File: src/rtl/seq_divider.sv
// Multi-cycle unsigned restoring divider: one quotient bit per clock,
// valid/ready handshake on both the operand side and the result side.
module seq_divider #(
    parameter int WIDTH = 4
) (
    input  logic             i_clk,
    input  logic             i_rst_n,
    input  logic             i_valid,
    output logic             o_ready,
    input  logic [WIDTH-1:0] i_dividend,
    input  logic [WIDTH-1:0] i_divisor,
    output logic             o_valid,
    input  logic             i_res_ready,
    output logic [WIDTH-1:0] o_quotient,
    output logic [WIDTH-1:0] o_remainder,
    output logic             o_div_by_zero
);

    // Handshake: a transfer happens on a rising edge where valid && ready are
    // both high; a producer holds valid (and its data) until that edge.

    localparam int CW = $clog2(WIDTH + 1);

    typedef enum logic [1:0] {
        IDLE = 2'd0,
        RUN  = 2'd1,
        DONE = 2'd2
    } state_e;

    state_e           state_q, state_d;
    logic [CW-1:0]    cnt_q, cnt_d;
    logic [WIDTH-1:0] q_q, q_d;
    logic [WIDTH:0]   r_q, r_d;
    logic [WIDTH-1:0] div_q, div_d;
    logic [WIDTH-1:0] quo_q, quo_d;
    logic [WIDTH-1:0] rem_q, rem_d;
    logic             dbz_q, dbz_d;

    logic [WIDTH:0]   shifted;
    logic [WIDTH:0]   diff;
    logic             borrow;

    assign shifted = {r_q[WIDTH-1:0], q_q[WIDTH-1]};
    assign diff    = shifted - {1'b0, div_q};
    assign borrow  = diff[WIDTH];

    always_comb begin
        state_d = state_q;
        cnt_d   = cnt_q;
        q_d     = q_q;
        r_d     = r_q;
        div_d   = div_q;
        quo_d   = quo_q;
        rem_d   = rem_q;
        dbz_d   = dbz_q;

        case (state_q)
            IDLE: begin
                if (i_valid) begin
                    div_d = i_divisor;
                    q_d   = i_dividend;
                    r_d   = '0;
                    if (i_divisor == '0) begin
                        // Zero divisor short-circuits straight to a result.
                        state_d = DONE;
                        cnt_d   = '0;
                        quo_d   = '1;
                        rem_d   = i_dividend;
                        dbz_d   = 1'b1;
                    end else begin
                        state_d = RUN;
                        cnt_d   = CW'(WIDTH);
                        dbz_d   = 1'b0;
                    end
                end
            end
            RUN: begin
                r_d   = borrow ? shifted : diff;
                q_d   = {q_q[WIDTH-2:0], ~borrow};
                cnt_d = cnt_q - CW'(1);
                if (cnt_q == CW'(1)) begin
                    state_d = DONE;
                    quo_d   = q_d;
                    rem_d   = r_d[WIDTH-1:0];
                end
            end
            DONE: begin
                if (i_res_ready) begin
                    state_d = IDLE;
                end
            end
            default: begin
                state_d = IDLE;
            end
        endcase
    end

    always_ff @(posedge i_clk or negedge i_rst_n) begin
        if (!i_rst_n) begin
            state_q <= IDLE;
            cnt_q   <= '0;
            q_q     <= '0;
            r_q     <= '0;
            div_q   <= '0;
            quo_q   <= '0;
            rem_q   <= '0;
            dbz_q   <= 1'b0;
        end else begin
            state_q <= state_d;
            cnt_q   <= cnt_d;
            q_q     <= q_d;
            r_q     <= r_d;
            div_q   <= div_d;
            quo_q   <= quo_d;
            rem_q   <= rem_d;
            dbz_q   <= dbz_d;
        end
    end

    assign o_ready       = (state_q == IDLE);
    assign o_valid       = (state_q == DONE);
    assign o_quotient    = quo_q;
    assign o_remainder   = rem_q;
    assign o_div_by_zero = dbz_q;

endmodule

File: config.mk
export PLATFORM = sky130hd
export DESIGN_NAME = seq_divider
export DESIGN_NICKNAME = d
export VERILOG_FILES = /design/src/rtl/seq_divider.sv
export SDC_FILE = /design/constraint.sdc
export NUM_CORES = 1
export LEC_CHECK = 0
export BUFFER_PORTS_ARGS = -buffer_cell sky130_fd_sc_hd__buf_2
export CAP_MARGIN = 30
export CORE_ASPECT_RATIO = 1.1
export CORE_MARGIN = 2
export CORE_UTILIZATION = 50
export DETAILED_ROUTE_END_ITERATION = 10
export PLACE_DENSITY = 0.81
export SLEW_MARGIN = 40
export SYNTH_ARGS = -nofsm -noshare
export SYNTH_HDL_FRONTEND = slang
export SYNTH_SLANG_ARGS = --single-unit
export TNS_END_PERCENT = 10
File: constraint.sdc
create_clock -name i_clk -period 2.9 [get_ports i_clk]
set_input_delay 0.29 -clock i_clk [delete_from_list [all_inputs] [get_ports i_clk]]
set_output_delay 0.29 -clock i_clk [all_outputs]
set_load 0.02 [all_outputs]
# [After elaboration in Yosys (flattened, before gate mapping)]
# Index checks and enable logic that the tools add are counted.
# Widths: inputs -> output; s select.
[totals] elab_cells=47 input_bits=12 reg_bits=26
[op_classes] bitwise=1 reduce_logical=7 n_addsub=2 eq_ne=7 n_mux=22
[op_table] cell="$mux 4" n=9
[op_table] cell="$pmux 4 s2" n=4
[op_table] cell="$mux 2" n=4
[op_table] cell="$mux 3" n=2
[op_table] cell="$pmux 2 s3" n=1
[op_table] cell="$pmux 3 s2" n=1
[op_table] cell="$sub 5x4->5" n=1
[op_table] cell="$logic_not 4->1" n=1
[op_table] cell="$ne 2x1->1 const B" n=2
[op_table] cell="$ne 2x2->1 const B" n=2
[op_table] cell="$reduce_and 2->1" n=2
[op_table] cell="$reduce_and 4->1" n=1
[op_table] cell="$eq 3x1->1 const B" n=1
[op_table] cell="$reduce_and 3->1" n=1
[op_table] cell="$sub 3x1->3 const B" n=1
[op_table] cell="$eq 2x1->1 const B" n=1
[op_table] cell="$eq 2x2->1 const B" n=1
[op_table] cell="$logic_not 2->1" n=1
[op_table] cell="$reduce_bool 2->1" n=1
[op_table] cell="$mux 1" n=1
[op_table] cell="$not 1->1" n=1

# [Logic depth before layout (Yosys ltp)]
[depth] ltp_word=4 mapped_depth=8 mapped_depth_nobuf=8

# [Worst setup path after synthesis]
# OpenSTA, ideal clock, no wires.
[synth_path] kind="reg2reg" startpoint="register q_q[3]" endpoint="register rem_q[2] (netlist: o_remainder[2])" synth_period_minus_slack_ps=2060 setup_time_ps=127 path_slack_ps=840 arrival_ps=1933 path_stages_with_launch=9 cell_sequence="dfrtp_1 -> inv_1 -> ha_1 -> fa_1 -> nand2b_2 -> o2bb2ai_4 -> and4_4 -> a2111oi_4 -> a21oi_2"
[synth_between] elab_chain_cells=4
[synth_rtl] element="start, declared" line_no="32" rtl="logic [WIDTH-1:0] q_q, q_d;"
[synth_rtl] element="start signal, assigned" line_no="111" rtl="q_q <= q_d;"
[synth_rtl] element="$sub 5x4->5" line_no="44" rtl="assign diff = shifted - {1'b0, div_q};"
[synth_rtl] element="$mux 4" line_no="78" rtl="r_d = borrow ? shifted : diff;"
[synth_rtl] element="$mux 4" line_no="81" rtl="if (cnt_q == CW'(1)) begin"
[synth_rtl] element="$pmux 4 s2" line_no="57" rtl="case (state_q)"
[synth_rtl] element="end signal, assigned" line_no="115" rtl="rem_q <= rem_d;"
[synth_rtl] element="end, declared" line_no="36" rtl="logic [WIDTH-1:0] rem_q, rem_d;"
# No other way between the ends. The select of a mux whose other input is x is not followed.
# A chain may end at the register's enable or synchronous reset.

# [Worst setup path after layout]
# Ends and elaborated chain as after synthesis.

==> impl_metrics.prom <==
# TYPE chip_impl_metric gauge
chip_impl_metric{name="core.rowCount",unit=""} 21
chip_impl_metric{name="finClkSkew",unit="ps"} 3.976
chip_impl_info{name="cts.root.buffer_cell",value="clkbuf_4"} 1
chip_impl_metric{name="slew_headroom",unit="%"} 61.02
chip_impl_info{name="status",value="complete, no violations"} 1
chip_impl_metric{name="cellLeakagePower",unit="nW"} 0.7627
chip_impl_metric{name="clock.fmax",unit="MHz"} 451.9
chip_impl_metric{name="place_congestion",unit=""} 0.7913
chip_impl_metric{name="antenna_violating_nets_post_route",unit=""} 0
chip_impl_metric{name="slew_at_the_pin_closest_to_its_max_slew_limit",unit="ps"} 584.7
chip_impl_metric{name="syn_avg_cell_area",unit="µm²"} 10.28
chip_impl_info{name="setup.worst_path.class",value="reg2reg"} 1
chip_impl_metric{name="cts-buffers-inserted",unit=""} 3
chip_impl_metric{name="finalHoldViolCount",unit=""} 0
chip_impl_metric{name="final_min_period_over_clock_period",unit="%"} 76.31
chip_impl_metric{name="synth-edff-count",unit=""} 0
chip_impl_metric{name="antenna_found_initial",unit=""} 0
chip_impl_metric{name="gr-total-overflow",unit=""} 0
chip_impl_metric{name="fin_nets",unit=""} 196
chip_impl_metric{name="initialDrtViolationCount",unit=""} 46
chip_impl_metric{name="fp.dieArea",unit="µm²"} 3632
chip_impl_metric{name="core_area",unit="µm²"} 3022
chip_impl_metric{name="max-vdd-ir-drop",unit="V"} 0.0006219
chip_impl_metric{name="timing.critical_path.fanout_max",unit=""} 10
chip_impl_metric{name="detail_route.wl_per_cell",unit="µm"} 13.98
chip_impl_metric{name="die_w",unit="µm"} 57.65
chip_impl_metric{name="dr.pass1.iters",unit=""} 4
chip_impl_metric{name="ioPinCount",unit=""} 23
chip_impl_metric{name="cts.reportedPaths.clkPinSlew",unit="ps"} 130
chip_impl_info{name="hold_class",value="in2reg"} 1
chip_impl_metric{name="cts-htree-levels",unit=""} 1
chip_impl_metric{name="cts-resized-gates",unit=""} 0
chip_impl_metric{name="grt_first_pass_wirelength",unit="mm"} 5.133
chip_impl_metric{name="antennaDiodeCount",unit=""} 0
chip_impl_metric{name="cts_max_path_buffers",unit=""} 2
chip_impl_metric{name="syn-num-nets",unit=""} 173
chip_impl_info{name="worst_setup_path_start_kind",value="flip-flop"} 1
chip_impl_metric{name="drv.max_cap_violation_count",unit=""} 0
chip_impl_metric{name="post_synth_instance_area",unit="µm²"} 1583
chip_impl_metric{name="via_total_after_detailed_routing",unit=""} 1195
chip_impl_metric{name="portbufs",unit=""} 22
chip_impl_metric{name="syn_to_final_growth",unit="%"} 7.984
chip_impl_metric{name="grtUsageTotal",unit="%"} 18.01
chip_impl_metric{name="finalSetupTns",unit="ps"} 0
chip_impl_info{name="holdPathEnd",value="div_q[3]$_DFFE_PN0P_"} 1
chip_impl_metric{name="reg2reg_depth",unit=""} 8
chip_impl_metric{name="finalMaxSlewViolations",unit=""} 0
chip_impl_metric{name="p_sw_share",unit="%"} 46.27
chip_impl_metric{name="detail_route.wirelength",unit="mm"} 2.922
chip_impl_metric{name="starting_density_of_the_core",unit="%"} 52.38
chip_impl_metric{name="ys_ff_latch",unit=""} 26
chip_impl_metric{name="endpoint_arrival_time_on_the_critical_path",unit="ps"} 2430
chip_impl_metric{name="post_route_cells_drive_above_1_share",unit="%"} 29.71
chip_impl_info{name="ys_top_cells_by_area",value="dfrtp_1 41%, ha_1 4.7%, nand2_1 4.5%, o21ai_0 4.4%, nor2_1 3.3%"} 1
chip_impl_metric{name="clk_latency",unit="ps"} 310
chip_impl_info{name="worst_r2r_startpoint",value="q_q[3]$_DFFE_PN0P_"} 1
chip_impl_metric{name="cts_hold_buffers",unit=""} 1
chip_impl_metric{name="powerDensity",unit="nW/µm²"} 1265
chip_impl_metric{name="setup_viol",unit=""} 0
chip_impl_metric{name="timing.reg2reg.setup_slack",unit="ps"} 690
chip_impl_metric{name="dp_hpwl",unit="mm"} 2.184
chip_impl_metric{name="routed_via_density",unit=""} 5.718
chip_impl_metric{name="drcViolationCount",unit=""} 0
chip_impl_info{name="timing.critical_path.to_type",value="flip-flop"} 1
chip_impl_info{name="cts_tree",value="built"} 1
chip_impl_metric{name="number_of_instances_in_the_synthesized_netlist",unit=""} 154
chip_impl_metric{name="power_frac_comb",unit="%"} 61.3
chip_impl_metric{name="fin_crit",unit="ps"} 2213
chip_impl_metric{name="synthesis_warning_total",unit=""} 0
chip_impl_info{name="netlist.top_cell.by_area",value="dfrtp_1"} 1
chip_impl_metric{name="clkSinkCount",unit=""} 26
chip_impl_metric{name="synth_top_area_share",unit="%"} 41.11
chip_impl_metric{name="clock_power_share",unit="%"} 6.9
chip_impl_metric{name="whs_path_depth",unit=""} 3
chip_impl_info{name="grt_setup_unrepaired",value="false"} 1
chip_impl_metric{name="async_s_r_ff_share_synth",unit="%"} 100.0
chip_impl_metric{name="grt_max_degree",unit=""} 27
chip_impl_info{name="holdCritStartpoint",value="i_divisor[3]"} 1
chip_impl_info{name="ys_dominant_reg_cell",value="dfrtp_1"} 1
chip_impl_metric{name="post_cts.repair.setup_buffers",unit=""} 0
chip_impl_metric{name="die_height",unit="µm"} 63.01
chip_impl_metric{name="switching_pwr",unit="mW"} 1.000
chip_impl_metric{name="synth-seq-area-share",unit="%"} 41.11
chip_impl_metric{name="total_power",unit="mW"} 2.162
chip_impl_metric{name="via_count_of_the_first_global_routing_pass",unit=""} 1157
chip_impl_metric{name="synth_cell_types",unit=""} 48
chip_impl_info{name="worst_r2r_endpoint",value="o_remainder[2]$_DFFE_PN0P_"} 1
chip_impl_metric{name="p_seq_share",unit="%"} 31.8
chip_impl_metric{name="required_time_at_the_worst_slack_endpoint",unit="ps"} 3110
chip_impl_metric{name="cellInternalPower",unit="mW"} 1.162
[flip-flops by register name, indices dropped and copies added, names as in the netlist]
name           count
q_q                4
o_remainder        4
state_q            2
r_q                4
cnt_q              3
o_div_by_zero      1
div_q              4
o_quotient         4
[power by group through the flow]
| stage | logic (mW) | registers (mW) | clock network [mW] |
|---|---|---|---|
| 2_1_floorplan | 1.08 | 0.720 | 0 |
| 3_3_place_gp | 1.28 | 0.683 | 0 |
| 3_5_place_dp | 1.33 | 0.696 | 0 |
| 4_1_cts | 1.34 | 0.687 | 0.154 |
| 5_1_grt | 1.48 | 0.711 | 0.173 |
| 6_report | 1.32 | 0.687 | 0.150 |
[Yosys cell counts, drive strengths merged, types with 2 or more instances]
master and count:
a21oi 6, a31oi 3, a41oi 2, buf 6, dfrtp 26, ha 6, inv 9, mux2 2
mux2i 3, nand2 20, nand2b 2, nand3 7, nand3b 2, nor2 19, nor3 2, nor3b 3
nor4 3, o21ai 14, xnor2 2
[per-layer routing]
metal / GRT usage [%] / part of all wire [%]
met2: 29.69 / 49
met5: 0 / 0
met1: 23.84 / 45
met3: 2.484 / 3.9
met4: 6.395 / 1.5
[cells by family after synthesis]
family | synth area share (%)
compound gates | 18.03
xor+xnor | 2.135
fa+ha+maj | 6.008
buf+inv | 6.324
flops | 41.11
mux | 3.320
simple gates | 23.08
[placed cells by master, fill, tap and decap left out, drive strengths merged, types with 3 or more instances in the layout]
cell type,instances
nor4,3
o21ai,14
nor3b,3
inv,9
buf,23
dfrtp,26
mux2i,3
clkbuf,3
a21oi,6
a31oi,3
ha,6
nand2,20
nand3,7
nor2,19
[worst max-delay path, stage by stage (launching register included)]
cell,delay [ps]
dfrtp_1,390
inv_1,70
ha_1,220
fa_1,390
nand2b_2,210
o2bb2ai_4,200
and4_4,230
a2111oi_4,300
a21oi_2,90
[worst max path at each step]
stage                             startpoint                          to  slack (ps)  depth (start not counted)
after floorplan           q_q[3]$_DFFE_PN0P_  o_remainder[2]$_DFFE_PN0P_         840                          8
after global placement    q_q[3]$_DFFE_PN0P_  o_remainder[2]$_DFFE_PN0P_         800                          8
after detailed placement  q_q[3]$_DFFE_PN0P_  o_remainder[2]$_DFFE_PN0P_         700                          8
after CTS                 q_q[3]$_DFFE_PN0P_  o_remainder[2]$_DFFE_PN0P_         680                          8
after global routing      q_q[3]$_DFFE_PN0P_  o_remainder[2]$_DFFE_PN0P_         570                          8
final                     q_q[3]$_DFFE_PN0P_  o_remainder[2]$_DFFE_PN0P_         690                          8
[per-stage QoR]
stage	hold WS (ps)	setup WS, ps	std cells	utilization, %	instance area [µm²]
after detailed placement	328.8	702.6	205	55.49	1677
after global placement	315.0	799.2	205	55.49	1677
final	190.6	686.9	209	56.56	1709
after global routing	188.2	566.0	209	56.56	1709
after CTS	186.6	684.2	209	56.56	1709
after floorplan	-5.591	840.4	154	-	1583
[layout make-up]
cell class	count	area (µm²)
fillers	272	1313
multi-input cells	113	832.0
flip-flops and latches	26	650.6
repair buffers	24	127.6
well taps	34	42.54
inverters	9	33.78
clock buffers	3	22.52
Power figures use the tool's default switching activity.
